**src/rtl/uart_rx.sv**
```systemverilog
// -----------------------------------------------------------------------------
// uart_rx -- 8N1 UART receiver.
//
// The serial line is brought into the clk domain through a two-flop
// synchronizer (both flops reset high, matching the idle line), then a
// five-state FSM finds the start bit, centres on it and samples each
// following bit in its middle. Only correctly framed bytes reach o_RX_Byte.
//
// Handshake: o_RX_DV is a valid-only strobe with no ready. It is high for
// exactly one clk cycle per good frame, and o_RX_Byte is valid in that cycle.
// o_RX_Byte then holds its value until the next o_RX_DV. A consumer that
// wants the byte must capture it on the strobe, because there is no
// back-pressure.
//
// Parameters
//   FPGA_clk_freq  system clock frequency in Hz
//   baudrate       serial bit rate; CLKS_PER_BIT = FPGA_clk_freq / baudrate
//
// Ports
//   clk             clock, rising edge
//   rst             synchronous, active-high reset
//   i_RX_Serial     asynchronous serial input, idle high
//   o_RX_DV         one-cycle pulse: o_RX_Byte newly valid
//   o_RX_Byte       last correctly framed byte
//   o_RX_Active     high while a frame is being received
//   o_RX_Frame_Err  one-cycle pulse: stop bit was sampled low
//   dbg_state       current FSM state encoding (debug visibility)
// -----------------------------------------------------------------------------
module uart_rx #(
    parameter int FPGA_clk_freq = 50000000,
    parameter int baudrate      = 115200
) (
    input  logic       clk,
    input  logic       rst,
    input  logic       i_RX_Serial,
    output logic       o_RX_DV,
    output logic [7:0] o_RX_Byte,
    output logic       o_RX_Active,
    output logic       o_RX_Frame_Err,
    output logic [2:0] dbg_state
);

    localparam int CLKS_PER_BIT = FPGA_clk_freq / baudrate;
    localparam int HALF_BIT     = (CLKS_PER_BIT - 1) / 2;
    // One spare bit so the counter never wraps within a bit period.
    localparam int CNT_W        = $clog2(CLKS_PER_BIT) + 1;

    localparam logic [CNT_W-1:0] CNT_LAST = CNT_W'(CLKS_PER_BIT - 1);
    localparam logic [CNT_W-1:0] CNT_HALF = CNT_W'(HALF_BIT);

    typedef enum logic [2:0] {
        IDLE      = 3'd0,
        START_BIT = 3'd1,
        DATA_BITS = 3'd2,
        STOP_BIT  = 3'd3,
        CLEANUP   = 3'd4
    } state_t;

    state_t           state;
    logic [CNT_W-1:0] clk_cnt;
    logic [2:0]       bit_idx;
    logic [7:0]       shift_data;
    logic             rx_meta;
    logic             rxs;

    assign dbg_state = state;

    // Two-flop synchronizer. It resets to 1 so that reset does not look like
    // a start bit.
    always_ff @(posedge clk) begin
        if (rst) begin
            rx_meta <= 1'b1;
            rxs     <= 1'b1;
        end else begin
            rx_meta <= i_RX_Serial;
            rxs     <= rx_meta;
        end
    end

    always_ff @(posedge clk) begin
        if (rst) begin
            state          <= IDLE;
            clk_cnt        <= '0;
            bit_idx        <= '0;
            shift_data     <= 8'h00;
            o_RX_DV        <= 1'b0;
            o_RX_Byte      <= 8'h00;
            o_RX_Active    <= 1'b0;
            o_RX_Frame_Err <= 1'b0;
        end else begin
            // Both strobes default low, so each one lasts a single cycle.
            o_RX_DV        <= 1'b0;
            o_RX_Frame_Err <= 1'b0;

            case (state)
                IDLE: begin
                    clk_cnt <= '0;
                    bit_idx <= '0;
                    if (!rxs) begin
                        state       <= START_BIT;
                        o_RX_Active <= 1'b1;
                    end
                end

                // Re-check the line at the middle of the start bit. A high
                // level there means the low was a glitch, so the frame is
                // dropped silently.
                START_BIT: begin
                    if (clk_cnt == CNT_HALF) begin
                        clk_cnt <= '0;
                        if (!rxs) begin
                            state <= DATA_BITS;
                        end else begin
                            state       <= IDLE;
                            o_RX_Active <= 1'b0;
                        end
                    end else begin
                        clk_cnt <= clk_cnt + 1'b1;
                    end
                end

                // The count started at the start-bit centre, so each full
                // bit period lands on the centre of the next data bit.
                DATA_BITS: begin
                    if (clk_cnt == CNT_LAST) begin
                        clk_cnt             <= '0;
                        shift_data[bit_idx] <= rxs;
                        if (bit_idx == 3'd7) begin
                            bit_idx <= '0;
                            state   <= STOP_BIT;
                        end else begin
                            bit_idx <= bit_idx + 1'b1;
                        end
                    end else begin
                        clk_cnt <= clk_cnt + 1'b1;
                    end
                end

                STOP_BIT: begin
                    if (clk_cnt == CNT_LAST) begin
                        clk_cnt     <= '0;
                        state       <= CLEANUP;
                        o_RX_Active <= 1'b0;
                        if (rxs) begin
                            o_RX_Byte <= shift_data;
                            o_RX_DV   <= 1'b1;
                        end else begin
                            o_RX_Frame_Err <= 1'b1;
                        end
                    end else begin
                        clk_cnt <= clk_cnt + 1'b1;
                    end
                end

                // Wait for the line to return high. A held-low (break) line
                // then cannot be taken for a new start bit.
                CLEANUP: begin
                    clk_cnt <= '0;
                    bit_idx <= '0;
                    if (rxs) begin
                        state <= IDLE;
                    end
                end

                default: begin
                    state       <= IDLE;
                    clk_cnt     <= '0;
                    bit_idx     <= '0;
                    o_RX_Active <= 1'b0;
                end
            endcase
        end
    end

endmodule

```
**config.mk**
```make
export PLATFORM = sky130hd
export DESIGN_NAME = uart_rx
export DESIGN_NICKNAME = d
export VERILOG_FILES = /design/src/rtl/uart_rx.sv
export SDC_FILE = /design/constraint.sdc
export NUM_CORES = 1
export LEC_CHECK = 0
export CAP_MARGIN = 20
export CORE_ASPECT_RATIO = 0.7
export CORE_UTILIZATION = 35
export DETAILED_ROUTE_END_ITERATION = 16
export GPL_TIMING_DRIVEN = 0
export PLACE_DENSITY = 0.62
export SYNTH_ARGS = -nofsm -noshare
export SYNTH_HDL_FRONTEND = slang
export SYNTH_SLANG_ARGS = --single-unit
```
**constraint.sdc**
```tcl
create_clock -name clk -period 5.45 [get_ports clk]
set_clock_uncertainty 0.05 [all_clocks]
set_input_delay 1.09 -clock clk [delete_from_list [all_inputs] [get_ports clk]]
set_output_delay 1.09 -clock clk [all_outputs]
set_load 0.05 [all_outputs]
```
==> flow_summary.toml <==
[outcome]
run_status = "complete, no violations"

[setup_path]
reg2reg_slack_ns = 3.34
cp.required_ns = 4.31
r2r_cells = 5
cp.arrival_ns = 1.56
path_buf_inv = 1
crit_path_cell_trace = "clkdlybuf4s50_1"
cp-end-kind = "output pin"
critPathKind = "register to output pin"
worst_path_max_delay_cell = "clkdlybuf4s50_1"
cp_top_family = "buffers and inverters"
r2r-start = "dbg_state[1]"
worst-path-max-fanout = 6
timing.rr.end = "o_RX_Byte[7]"
cpPeakStageDelay_ns = 0.85
critical_path.startpoint_type = "register"

[die]
initial_core_util_pct = 37.7
rows = 20
fp.dieH_um = 60.1
dieArea_sq_um = 5110
core_area_sq_um = 4480
fp.dieW_um = 85.0
io_pins = 17

[power]
p_seq_share_pct = 50.4
power.leakage_nw = 0.674
p_int_uw = 430
switchingPower_uw = 115
sw_frac_of_total_pct = 21.1
finalPower_uw = 545
clkPwrFrac_pct = 45.2
power_density_nw_per_um2 = 269
pwr-share-comb_pct = 4.4
ir_worst_vdd_v = 0.000126

[global_routing]
antenna_found_initial = 0
grt_max_degree = 13
grt_pass1_vias = 1157
grt.overflow.total = 0
grt_pass1_wl_um = 5700
grt.total_usage_pct = 14.8

[final_layout]
fillCellCount = 430
multi_input_area_sq_um = 893
drive_gt1_share_pct = 7.43
area_growth_pct = 20.1
final_nets = 209
insertedDiodeCount = 0
regArea_sq_um = 741

[timing]
fin_setup_tns_ns = 0
rsz0062_at_grt = "false"
min_period_over_period_pct = 49.5
maxSlewViolCount = 0
final-hold-violation-count = 0
tightestPinTransition_ns = 0.770
setup_violations = 0
max_slew_margin_pct = 48.3
fin_crit_ns = 2.70
hold_slack_ns = 0.361
fmax_ghz = 0.371

[clocking]
ctsHoldBuffers = 0
cts-resized-gates = 0
clk_latency_ns = 0.28
clk_pin_slew_ns = 0.08
cts_buffers = 5
cts-htree-levels = 2
post_cts_buffers = 0
root_buffer = "clkbuf_8"
cts_buffer_depth = 2
cts_tree = "yes"
cts_num_sinks = 37

[synthesis]
async_flop_share_pct = 0
synth.avg_cell_area_sq_um = 9.42
yosysWarnings = 0
synth_edf_count = 0
synth_adder_area_share_pct = 4.30
synthMuxAreaShare_pct = 8.98
synth_top_family_by_area = "simple AND/OR/NAND/NOR gates"
syn_nets = 187
synth-simple-area-share_pct = 28.5
ys.flop_type = "dfxtp_1"
synth_compound_area_share_pct = 7.05
netlist_area_sq_um = 1690
synth-seq-cells = 37
synthCells = 179
yosysSeqAreaShare_pct = 43.9
synth-xor-area-share_pct = 4.15
synth_cell_type_count = 41

[route]
initialDrtViolationCount = 118
vias = 1298
routedWlPerCell_um = 13.3
ant_nets = 0
dr.pass1.iters = 4
vias_per_cell = 5.05
drc = 0
wl_um = 3430

[placed_design]
globalplace.congestion = 0.805
dp_hpwl_um = 2480
portBuffers = 15

[flow_run]
maxCapViolations = 0

[min_path]
hold_depth = 1
min_delay_worst_endpoint = "rxs"
min_path_type = "register to register"
hold_start = "rx_meta"
[registers in the layout (all words and copies together), names as in the netlist]
signal and flops:
o_RX_Frame_Err 1, o_RX_Active 1, rx_meta 1, bit_idx 3, o_RX_DV 1, o_RX_Byte 8, dbg_state 3, shift_data 8
clk_cnt 10, rxs 1
[per-stage QoR]
step	instance area, sq um	std cells	util, %	worst slack [ns]
3_3_place_gp	1910	249	42.5	2.87
4_1_cts	2030	257	45.2	2.74
3_5_place_dp	1910	249	42.5	2.87
6_report	2030	257	45.2	2.75
5_1_grt	2030	257	45.2	2.71
2_1_floorplan	1690	179	-	3.36
[power by group through the flow]
| stage | logic [mW] | registers [mW] | clock network (mW) |
|---|---|---|---|
| finish | 0.0239 | 0.275 | 0.246 |
| floorplan | 0.0117 | 0.286 | 0 |
| global placement | 0.0238 | 0.281 | 0 |
| global route | 0.0259 | 0.275 | 0.266 |
| detailed placement | 0.0240 | 0.281 | 0 |
| CTS | 0.0240 | 0.275 | 0.252 |
[logic make-up after synthesis]
group / Yosys count
AND/OR/NAND/NOR: 84
flip-flops: 37
XOR/XNOR: 8
adder cells (fa/ha/maj): 6
AO/OA/AOI/OAI: 17
buffers and inverters: 12
multiplexers: 15
[layer usage]
layer	wire length, um	vias to the layer above	share of wire, %	GRT usage [%]
met2	1210	23	35	19.2
li1	-	683	-	-
met4	27	0	0.79	5.81
met1	2020	590	59	22.3
met3	170	2	5.0	4.14
met5	0	-	0	0
[worst max-delay path by stage]
stage / from / end / slack, ns / cells past startpoint
5_1_grt: dbg_state[2] / dbg_state[2] / 2.71 / 1
4_1_cts: dbg_state[2] / dbg_state[2] / 2.74 / 1
3_5_place_dp: rst / o_RX_Byte[1] / 2.87 / 4
3_3_place_gp: rst / o_RX_Byte[0] / 2.87 / 4
2_1_floorplan: rst / dbg_state[2] / 3.36 / 4
6_report: dbg_state[2] / dbg_state[2] / 2.75 / 1
[synthesized netlist by cell type, types with 2 or more instances]
| library cell | n | share of area, % |
|---|---|---|
| nor2b_1 | 4 | 1.5 |
| o31ai_1 | 4 | 1.8 |
| nand3_1 | 7 | 2.1 |
| nor4_1 | 3 | 1.1 |
| ha_1 | 5 | 3.7 |
| o21ai_0 | 3 | 0.89 |
| or2_2 | 2 | 0.74 |
| nor3b_1 | 4 | 1.8 |
| nand4_1 | 3 | 1.1 |
| inv_1 | 4 | 0.89 |
| nand2_1 | 8 | 1.8 |
| nand4b_1 | 2 | 1.0 |
| and3_1 | 3 | 1.1 |
| mux2i_1 | 14 | 8.3 |
| clkbuf_1 | 6 | 1.3 |
| nor2_1 | 16 | 3.6 |
| xnor2_1 | 5 | 2.6 |
| xor2_1 | 3 | 1.6 |
| nand2b_1 | 9 | 3.3 |
| nor3_1 | 17 | 5.0 |
| dfxtp_1 | 37 | 44 |
[area by class of cell]
class | count | share of cell area (%)
Buffer | 8 | 1.85
Clock buffer | 6 | 4.08
Clock inverter | 2 | 1.85
Inverter | 4 | 0.741
Multi-Input combinational cell | 130 | 44.1
Sequential cell | 37 | 36.6
Tap cell | 55 | 3.40
Timing Repair Buffer | 15 | 7.41
[cells in the final DEF (no fill, tap or decap), types with 2 or more instances in the layout]
| master | n |
|---|---|
| clkbuf_1 | 6 |
| clkdlybuf4s50_1 | 15 |
| nor2_1 | 16 |
| nand2b_1 | 9 |
| clkbuf_8 | 6 |
| nor3_1 | 17 |
| xor2_1 | 3 |
| dfxtp_1 | 37 |
| mux2i_1 | 14 |
| nand4_1 | 3 |
| nand4b_1 | 2 |
| nor4_1 | 3 |
| nand2_1 | 8 |
| or2_2 | 2 |
| o31ai_1 | 4 |
| nor2b_1 | 4 |
| inv_1 | 4 |
| o21ai_0 | 3 |
| nand3_1 | 7 |
| and3_1 | 3 |
| nor3b_1 | 4 |
| ha_1 | 5 |
| xnor2_1 | 5 |
Power figures use the tool's default switching activity.
